**src/rtl/trng_batch_scheduler.sv**
```systemverilog
// TRNG capture sequencer: settles the ring oscillator, then runs clear / collect / transmit
// batches for a programmed count or continuously, with per-phase timeouts and an error state.
module trng_batch_scheduler #(
   parameter int unsigned SETTLE_CYCLES  = 1000,
   parameter int unsigned CLR_CYCLES     = 16,
   parameter int unsigned TIMEOUT_CYCLES = 50_000_000,
   parameter int unsigned CNT_W          = 16
) (
   input  logic             iClk,
   input  logic             iRst_n,
   input  logic             iRun,
   input  logic [CNT_W-1:0] iNumBatches,
   input  logic             iCollectDone,
   input  logic             iTxDone,
   output logic             oEnOsc,
   output logic             oCollectClr,
   output logic             oCollectEn,
   output logic             oTxStart,
   output logic             oBusy,
   output logic             oErr,
   output logic [CNT_W-1:0] oBatchCount,
   output logic [2:0]       oState
);

   localparam logic [2:0] S_IDLE     = 3'd0;
   localparam logic [2:0] S_SETTLE   = 3'd1;
   localparam logic [2:0] S_CLEAR    = 3'd2;
   localparam logic [2:0] S_COLLECT  = 3'd3;
   localparam logic [2:0] S_TRANSMIT = 3'd4;
   localparam logic [2:0] S_DONE     = 3'd5;
   localparam logic [2:0] S_ERROR    = 3'd6;

   localparam logic [31:0] SETTLE_LAST  = (SETTLE_CYCLES == 32'd0) ? 32'd0 : (SETTLE_CYCLES - 32'd1);
   localparam logic [31:0] CLR_LAST     = (CLR_CYCLES == 32'd0) ? 32'd0 : (CLR_CYCLES - 32'd1);
   localparam logic [31:0] TIMEOUT_LAST = (TIMEOUT_CYCLES == 32'd0) ? 32'd0 : (TIMEOUT_CYCLES - 32'd1);
   localparam logic        TIMEOUT_EN   = (TIMEOUT_CYCLES != 32'd0);

   function automatic logic [CNT_W-1:0] sat_inc(input logic [CNT_W-1:0] value);
      if (value == {CNT_W{1'b1}}) begin
         sat_inc = value;
      end else begin
         sat_inc = value + {{(CNT_W-1){1'b0}}, 1'b1};
      end
   endfunction

   logic [2:0]       state_r;
   logic [2:0]       next_state_s;
   logic [31:0]      phase_r;
   logic             cd_sync1_r;
   logic             cd_sync2_r;
   logic             cd_prev_r;
   logic             tx_done_d_r;
   logic             cd_rise_s;
   logic             tx_rise_s;
   logic             timeout_s;
   logic             settle_done_s;
   logic             clr_done_s;
   logic [CNT_W-1:0] limit_r;
   logic [CNT_W-1:0] count_r;
   logic [CNT_W-1:0] new_count_s;
   logic             limit_hit_s;

   logic             en_osc_s;
   logic             collect_clr_s;
   logic             collect_en_s;
   logic             tx_start_s;
   logic             busy_s;
   logic             err_s;

   logic             en_osc_r;
   logic             collect_clr_r;
   logic             collect_en_r;
   logic             tx_start_r;
   logic             busy_r;
   logic             err_r;

   // Collector done crosses from the sample-clock domain; tx done is already local.
   always_ff @(posedge iClk or negedge iRst_n) begin
      if (!iRst_n) begin
         cd_sync1_r  <= 1'b0;
         cd_sync2_r  <= 1'b0;
         cd_prev_r   <= 1'b0;
         tx_done_d_r <= 1'b0;
      end else begin
         cd_sync1_r  <= iCollectDone;
         cd_sync2_r  <= cd_sync1_r;
         cd_prev_r   <= cd_sync2_r;
         tx_done_d_r <= iTxDone;
      end
   end

   assign cd_rise_s     = cd_sync2_r & ~cd_prev_r;
   assign tx_rise_s     = iTxDone & ~tx_done_d_r;
   assign settle_done_s = (phase_r >= SETTLE_LAST);
   assign clr_done_s    = (phase_r >= CLR_LAST);
   assign timeout_s     = TIMEOUT_EN && (phase_r == TIMEOUT_LAST);
   assign new_count_s   = sat_inc(count_r);
   assign limit_hit_s   = (limit_r != {CNT_W{1'b0}}) && (new_count_s == limit_r);

   // State register.
   always_ff @(posedge iClk or negedge iRst_n) begin
      if (!iRst_n) begin
         state_r <= S_IDLE;
      end else begin
         state_r <= next_state_s;
      end
   end

   // Next-state logic; dropping iRun aborts everything except an in-flight transmit.
   always_comb begin
      next_state_s = S_IDLE;
      case (state_r)
         S_IDLE: begin
            if (iRun) begin
               next_state_s = S_SETTLE;
            end else begin
               next_state_s = S_IDLE;
            end
         end
         S_SETTLE: begin
            if (!iRun) begin
               next_state_s = S_IDLE;
            end else if (settle_done_s) begin
               next_state_s = S_CLEAR;
            end else begin
               next_state_s = S_SETTLE;
            end
         end
         S_CLEAR: begin
            if (!iRun) begin
               next_state_s = S_IDLE;
            end else if (clr_done_s) begin
               next_state_s = S_COLLECT;
            end else begin
               next_state_s = S_CLEAR;
            end
         end
         S_COLLECT: begin
            if (!iRun) begin
               next_state_s = S_IDLE;
            end else if (cd_rise_s) begin
               next_state_s = S_TRANSMIT;
            end else if (timeout_s) begin
               next_state_s = S_ERROR;
            end else begin
               next_state_s = S_COLLECT;
            end
         end
         S_TRANSMIT: begin
            if (tx_rise_s) begin
               if (limit_hit_s) begin
                  next_state_s = S_DONE;
               end else if (!iRun) begin
                  next_state_s = S_DONE;
               end else begin
                  next_state_s = S_CLEAR;
               end
            end else if (timeout_s) begin
               next_state_s = S_ERROR;
            end else begin
               next_state_s = S_TRANSMIT;
            end
         end
         S_DONE, S_ERROR: begin
            if (!iRun) begin
               next_state_s = S_IDLE;
            end else begin
               next_state_s = state_r;
            end
         end
         default: begin
            next_state_s = S_IDLE;
         end
      endcase
   end

   // Phase counter restarts on every state change and saturates instead of wrapping.
   always_ff @(posedge iClk or negedge iRst_n) begin
      if (!iRst_n) begin
         phase_r <= 32'd0;
      end else if (next_state_s != state_r) begin
         phase_r <= 32'd0;
      end else if (phase_r != 32'hFFFF_FFFF) begin
         phase_r <= phase_r + 32'd1;
      end else begin
         phase_r <= phase_r;
      end
   end

   // Batch limit is captured when a run starts; the count is zero whenever the FSM idles.
   always_ff @(posedge iClk or negedge iRst_n) begin
      if (!iRst_n) begin
         limit_r <= {CNT_W{1'b0}};
         count_r <= {CNT_W{1'b0}};
      end else if (next_state_s == S_IDLE) begin
         limit_r <= limit_r;
         count_r <= {CNT_W{1'b0}};
      end else if (state_r == S_IDLE) begin
         limit_r <= iNumBatches;
         count_r <= {CNT_W{1'b0}};
      end else if ((state_r == S_TRANSMIT) && tx_rise_s) begin
         limit_r <= limit_r;
         count_r <= new_count_s;
      end else begin
         limit_r <= limit_r;
         count_r <= count_r;
      end
   end

   // Output decode from the next state so outputs change together with oState.
   always_comb begin
      en_osc_s      = 1'b0;
      collect_clr_s = 1'b0;
      collect_en_s  = 1'b0;
      busy_s        = 1'b0;
      err_s         = 1'b0;
      tx_start_s    = (next_state_s == S_TRANSMIT) && (state_r != S_TRANSMIT);
      case (next_state_s)
         S_SETTLE: begin
            en_osc_s = 1'b1;
            busy_s   = 1'b1;
         end
         S_CLEAR: begin
            en_osc_s      = 1'b1;
            collect_clr_s = 1'b1;
            busy_s        = 1'b1;
         end
         S_COLLECT: begin
            en_osc_s     = 1'b1;
            collect_en_s = 1'b1;
            busy_s       = 1'b1;
         end
         S_TRANSMIT: begin
            en_osc_s = 1'b1;
            busy_s   = 1'b1;
         end
         S_ERROR: begin
            err_s = 1'b1;
         end
         default: begin
            en_osc_s = 1'b0;
         end
      endcase
   end

   // Output registers.
   always_ff @(posedge iClk or negedge iRst_n) begin
      if (!iRst_n) begin
         en_osc_r      <= 1'b0;
         collect_clr_r <= 1'b0;
         collect_en_r  <= 1'b0;
         tx_start_r    <= 1'b0;
         busy_r        <= 1'b0;
         err_r         <= 1'b0;
      end else begin
         en_osc_r      <= en_osc_s;
         collect_clr_r <= collect_clr_s;
         collect_en_r  <= collect_en_s;
         tx_start_r    <= tx_start_s;
         busy_r        <= busy_s;
         err_r         <= err_s;
      end
   end

   assign oEnOsc      = en_osc_r;
   assign oCollectClr = collect_clr_r;
   assign oCollectEn  = collect_en_r;
   assign oTxStart    = tx_start_r;
   assign oBusy       = busy_r;
   assign oErr        = err_r;
   assign oBatchCount = count_r;
   assign oState      = state_r;

endmodule

```
**config.mk**
```make
export PLATFORM = sky130hd
export DESIGN_NAME = trng_batch_scheduler
export DESIGN_NICKNAME = d
export VERILOG_FILES = /design/src/rtl/trng_batch_scheduler.sv
export SDC_FILE = /design/constraint.sdc
export NUM_CORES = 1
export LEC_CHECK = 0
export ABC_AREA = 1
export ABC_CLOCK_PERIOD_IN_PS = 5400
export CELL_PAD_IN_SITES_DETAIL_PLACEMENT = 1
export CELL_PAD_IN_SITES_GLOBAL_PLACEMENT = 1
export CORE_MARGIN = 5
export CORE_UTILIZATION = 24
export CTS_CLUSTER_DIAMETER = 150
export DETAILED_ROUTE_END_ITERATION = 7
export MAX_ROUTING_LAYER = met4
export PLACE_DENSITY = 0.58
export SLEW_MARGIN = 10
export SYNTH_ARGS = -nofsm -noshare
export SYNTH_HDL_FRONTEND = slang
export SYNTH_SLANG_ARGS = --single-unit
```
**constraint.sdc**
```tcl
create_clock -name iClk -period 5.4 [get_ports iClk]
set_input_delay 0.81 -clock iClk [delete_from_list [all_inputs] [get_ports iClk]]
set_output_delay 0.81 -clock iClk [all_outputs]
set_load 0.1 [all_outputs]
```
==> metrics.csv <==
stage,metric,value,unit
status,run status,"complete, no violations",
yosys,share of the synthesized area in the top cell type,38.75,%
critical_path,depth of the worst register-to-register path,20,
critical_path,category of the worst setup path capture point,flop,
timing,setup violators final,0,
yosys,gate count after technology mapping,644,
global_routing,total global-route track usage,12.61,%
floorplan,horizontal die dimension,153.0,um
yosys,number of synthesized flops with an enable pin,0,
flow_run,number of maximum-capacitance violations,0,
global_routing,wire length of the first global-routing pass,23600,um
yosys,dominant cell type by area after synthesis,dfrtp_1,
detailed_routing,vias,4301,
timing,final worst path period share,66.93,%
critical_path,Critical Setup Path Class,flop to flop,
yosys,average cell area after synthesis,7.622,um^2
critical_path,end of the worst register-to-register path,phase_r[2],
pwr,worst ir drop on vdd,0.0001370,V
clocking,CTS H-tree depth,3,
min_path,number of cells on the worst hold path,0,
detailed_routing,average via count per standard cell,4.471,
yosys,top area cells in the synthesized netlist,"dfrtp_1 39%, nand2_1 11%, nor2_4 7.6%, nor2_1 6.7%, inv_1 5.7%",
detailed_routing,drt pass-1 iters,4,
clocking,CTS Root Buffer Type,clkbuf_16,
floorplan,Core Region,20170,um^2
finish,Layout area overhead,19.19,%
timing,post-route worst hold slack,0.3521,ns
detailed_routing,total wirelength of the detailed-routed design,14010,um
finish,cell area after layout,5851,um^2
yosys,Syn Nets,667,
yosys,post-synth design cell area,4908,um^2
timing,max-slew violation count,0,
detailed_routing,routed wire length per instance,14.56,um
clocking,# Post-CTS Setup Buffers,0,
clocking,clock buffers created by TritonCTS,9,
critical_path,Crit path arrival time,3.86,ns
timing,worst rel slew slack,31.21,%
timing,transition time at the pin with the least slew margin,1.029,ns
floorplan,# rows,52,
detailed_routing,count of nets left with antenna violations after detail routing,0,
min_path,Min-Delay Endpoint,cd_sync2_r,
detailed_routing,violation count after the first detailed-routing iteration,167,
min_path,hold wc startpoint,cd_sync1_r,
timing,Final Hold Vio Count,0,
clocking,Hold Buf Count CTS,0,
critical_path,maximum fanout encountered on the critical timing path,32,
yosys,number of synthesized register bits,76,
global_routing,GRT overflow,0,
floorplan,num ports,46,
timing,clock skew,0.01067,ns
critical_path,data required time at the worst endpoint,5.65,ns
floorplan,die footprint,23410,um^2
finish,layout net count,711,
pwr,leakage,2.506,nW
clocking,clock tree from TritonCTS,done,
placed_design,port bufs,45,
clocking,clock-pin slew reported for the worst setup and hold paths after clock tree synthesis,0.06,ns
placed_design,placed standard-cell area,5580,um^2
critical_path,type of origin of the critical path,flop,
yosys,most instantiated flip-flop cell in the synthesis netlist,dfrtp_1,
clocking,clk sink count,76,
critical_path,R2R Setup Slk,1.79,ns
clocking,"Clk Latency, worst-skew pair",0.34,ns
clocking,number of buffers between clock root and the deepest sink,2,
timing,RSZ-0062 raised after global routing,false,
critical_path,Worst R2R Start,oBatchCount[0],
global_routing,antenna violations before repair,0,
pwr,Pwr Density,228.0,nW/um^2
floorplan,Initial Util,24.34,%
timing,highest attainable clock frequency,0.2767,GHz
global_routing,number of global-route vias before repair,4579,
floorplan,vertical extent of the die,153.0,um
detailed_routing,number of remaining DRC errors,0,
placed_design,Detail Placement HPWL,10680,um
yosys,number of warnings reported in the yosys synthesis log,0,
min_path,classification of the worst-slack hold path,flop to flop,
global_routing,largest net degree at the start of global routing,77,
placed_design,RD Place Congestion,0.8217,
yosys,portion of the post-synthesis area used by sequential elements,38.75,%
finish,number of antenna cells inserted,0,
timing,total negative slack for setup checks,0,ns
clocking,cells resized by post-CTS repair,0,
pwr,power after layout,1.334,mW
yosys,number of library cell types mapped by synthesis,36,
timing,minimum clock period after layout,3.614,ns
yosys,proportion of synthesized flip-flops having asynchronous set or reset,100.0,%
finish,fraction of layout instances using a drive strength above 1,11.99,%
[metal layers]
metal  wire length (um)  GRT usage (%)
met1               6351          15.29
met2               7009          21.33
met3                407          2.545
met4                237          3.691
met5                  0              -
[kinds of logic after synthesis]
logic type | count (synthesis) | share of synthesized area, %
buffers and inverters | 91 | 8.488
AOI/OAI and AO/OA | 49 | 5.022
DFF | 76 | 38.75
xor gates and xnor gates | 25 | 4.461
and+or+nand+nor | 397 | 41.88
muxes | 4 | 0.8921
adders and majority gates | 2 | 0.5097
[cell usage in the layout (no fill, tap or decap), types with 2 or more instances in the layout]
cell type        instances
a21oi_1                 20
buf_4                    2
clkbuf_1                 2
clkbuf_16                9
clkbuf_8                 2
clkdlybuf4s50_1         44
clkinv_2                 4
dfrtp_1                 76
ha_1                     2
inv_1                   74
inv_2                    2
mux2_2                   3
nand2_1                149
nand2_2                 10
nand2_4                  5
nand3_1                 48
nand3_2                  6
nand3b_1                 5
nand4_1                 20
nor2_1                  87
nor2_2                   3
nor2_4                  33
nor3_1                  14
nor4_1                  11
o21ai_0                 27
xnor2_1                  6
xor2_1                  19
[stage by stage]
stage	util, %	instances	setup WS, ns
CTS	29.01	962	1.735
global route	29.01	962	1.399
floorplan	-	644	2.161
global placement	27.67	947	1.772
detailed placement	27.67	947	1.715
finish	29.01	962	1.786
[area by class of cell]
type / count / area [um^2]
Fill cell: 2483 / 14320
Multi-Input combinational cell: 477 / 2590
Sequential cell: 76 / 1902
Timing Repair Buffer: 46 / 455.4
Tap cell: 270 / 337.8
Inverter: 78 / 295.3
Clock buffer: 13 / 260.3
Clock inverter: 2 / 10.01
[sequential cells by signal (all words and copies together), names as in the netlist]
register,cells
cd_sync1_r,1
cd_sync2_r,1
oErr,1
oState,3
phase_r,32
oCollectClr,1
cd_prev_r,1
tx_done_d_r,1
oBatchCount,16
oBusy,1
oTxStart,1
limit_r,16
oCollectEn,1
[worst max-delay path, cell delays in order, from the launching register on]
cell and delay (ns):
dfrtp_1 0.46, ha_1 0.30, nand2_2 0.11, nor2_4 0.05, nand2_4 0.08, clkinv_2 0.09
nand2_4 0.27, nand2_1 0.14, nand2_1 0.08, nand2_1 0.05, nor2_1 0.08, nand2_1 0.10
nor2_2 0.16, nand4_2 0.12, nand2_1 0.11, nand2_1 0.07, nand2_2 0.10, nand2_2 0.05
nand2_2 0.08, nand3_4 0.69, nor2_4 0.28
[how the worst max path moves through the flow]
stage                   start           to  depth (start not counted)  slack (ns)
5_1_grt        oBatchCount[1]  phase_r[13]                         19        1.40
3_5_place_dp          iTxDone  phase_r[15]                         11        1.71
6_report       oBatchCount[0]   phase_r[2]                         20        1.79
4_1_cts        oBatchCount[0]  phase_r[13]                         20        1.74
3_3_place_gp          iTxDone  phase_r[13]                         11        1.77
2_1_floorplan  oBatchCount[0]  phase_r[17]                         20        2.16
[power by group]
part           switching, mW  leakage (nW)  internal (mW)
clock                  0.236         0.135          0.333
combinational         0.0991          1.37         0.0505
sequential            0.0224          1.00          0.593
total                  0.358          2.51          0.976
[synth_stat cells (6+ instances only)]
| library cell | instances |
|---|---|
| xor2_1 | 19 |
| nand4_1 | 20 |
| o21ai_0 | 27 |
| xnor2_1 | 6 |
| nand3_2 | 6 |
| nor2_4 | 33 |
| nor2_1 | 87 |
| nand3_1 | 48 |
| a21oi_1 | 20 |
| dfrtp_1 | 76 |
| inv_1 | 74 |
| nor4_1 | 11 |
| nand2_1 | 149 |
| nand2_2 | 10 |
| nor3_1 | 14 |
(Power assumes the default switching activity.)
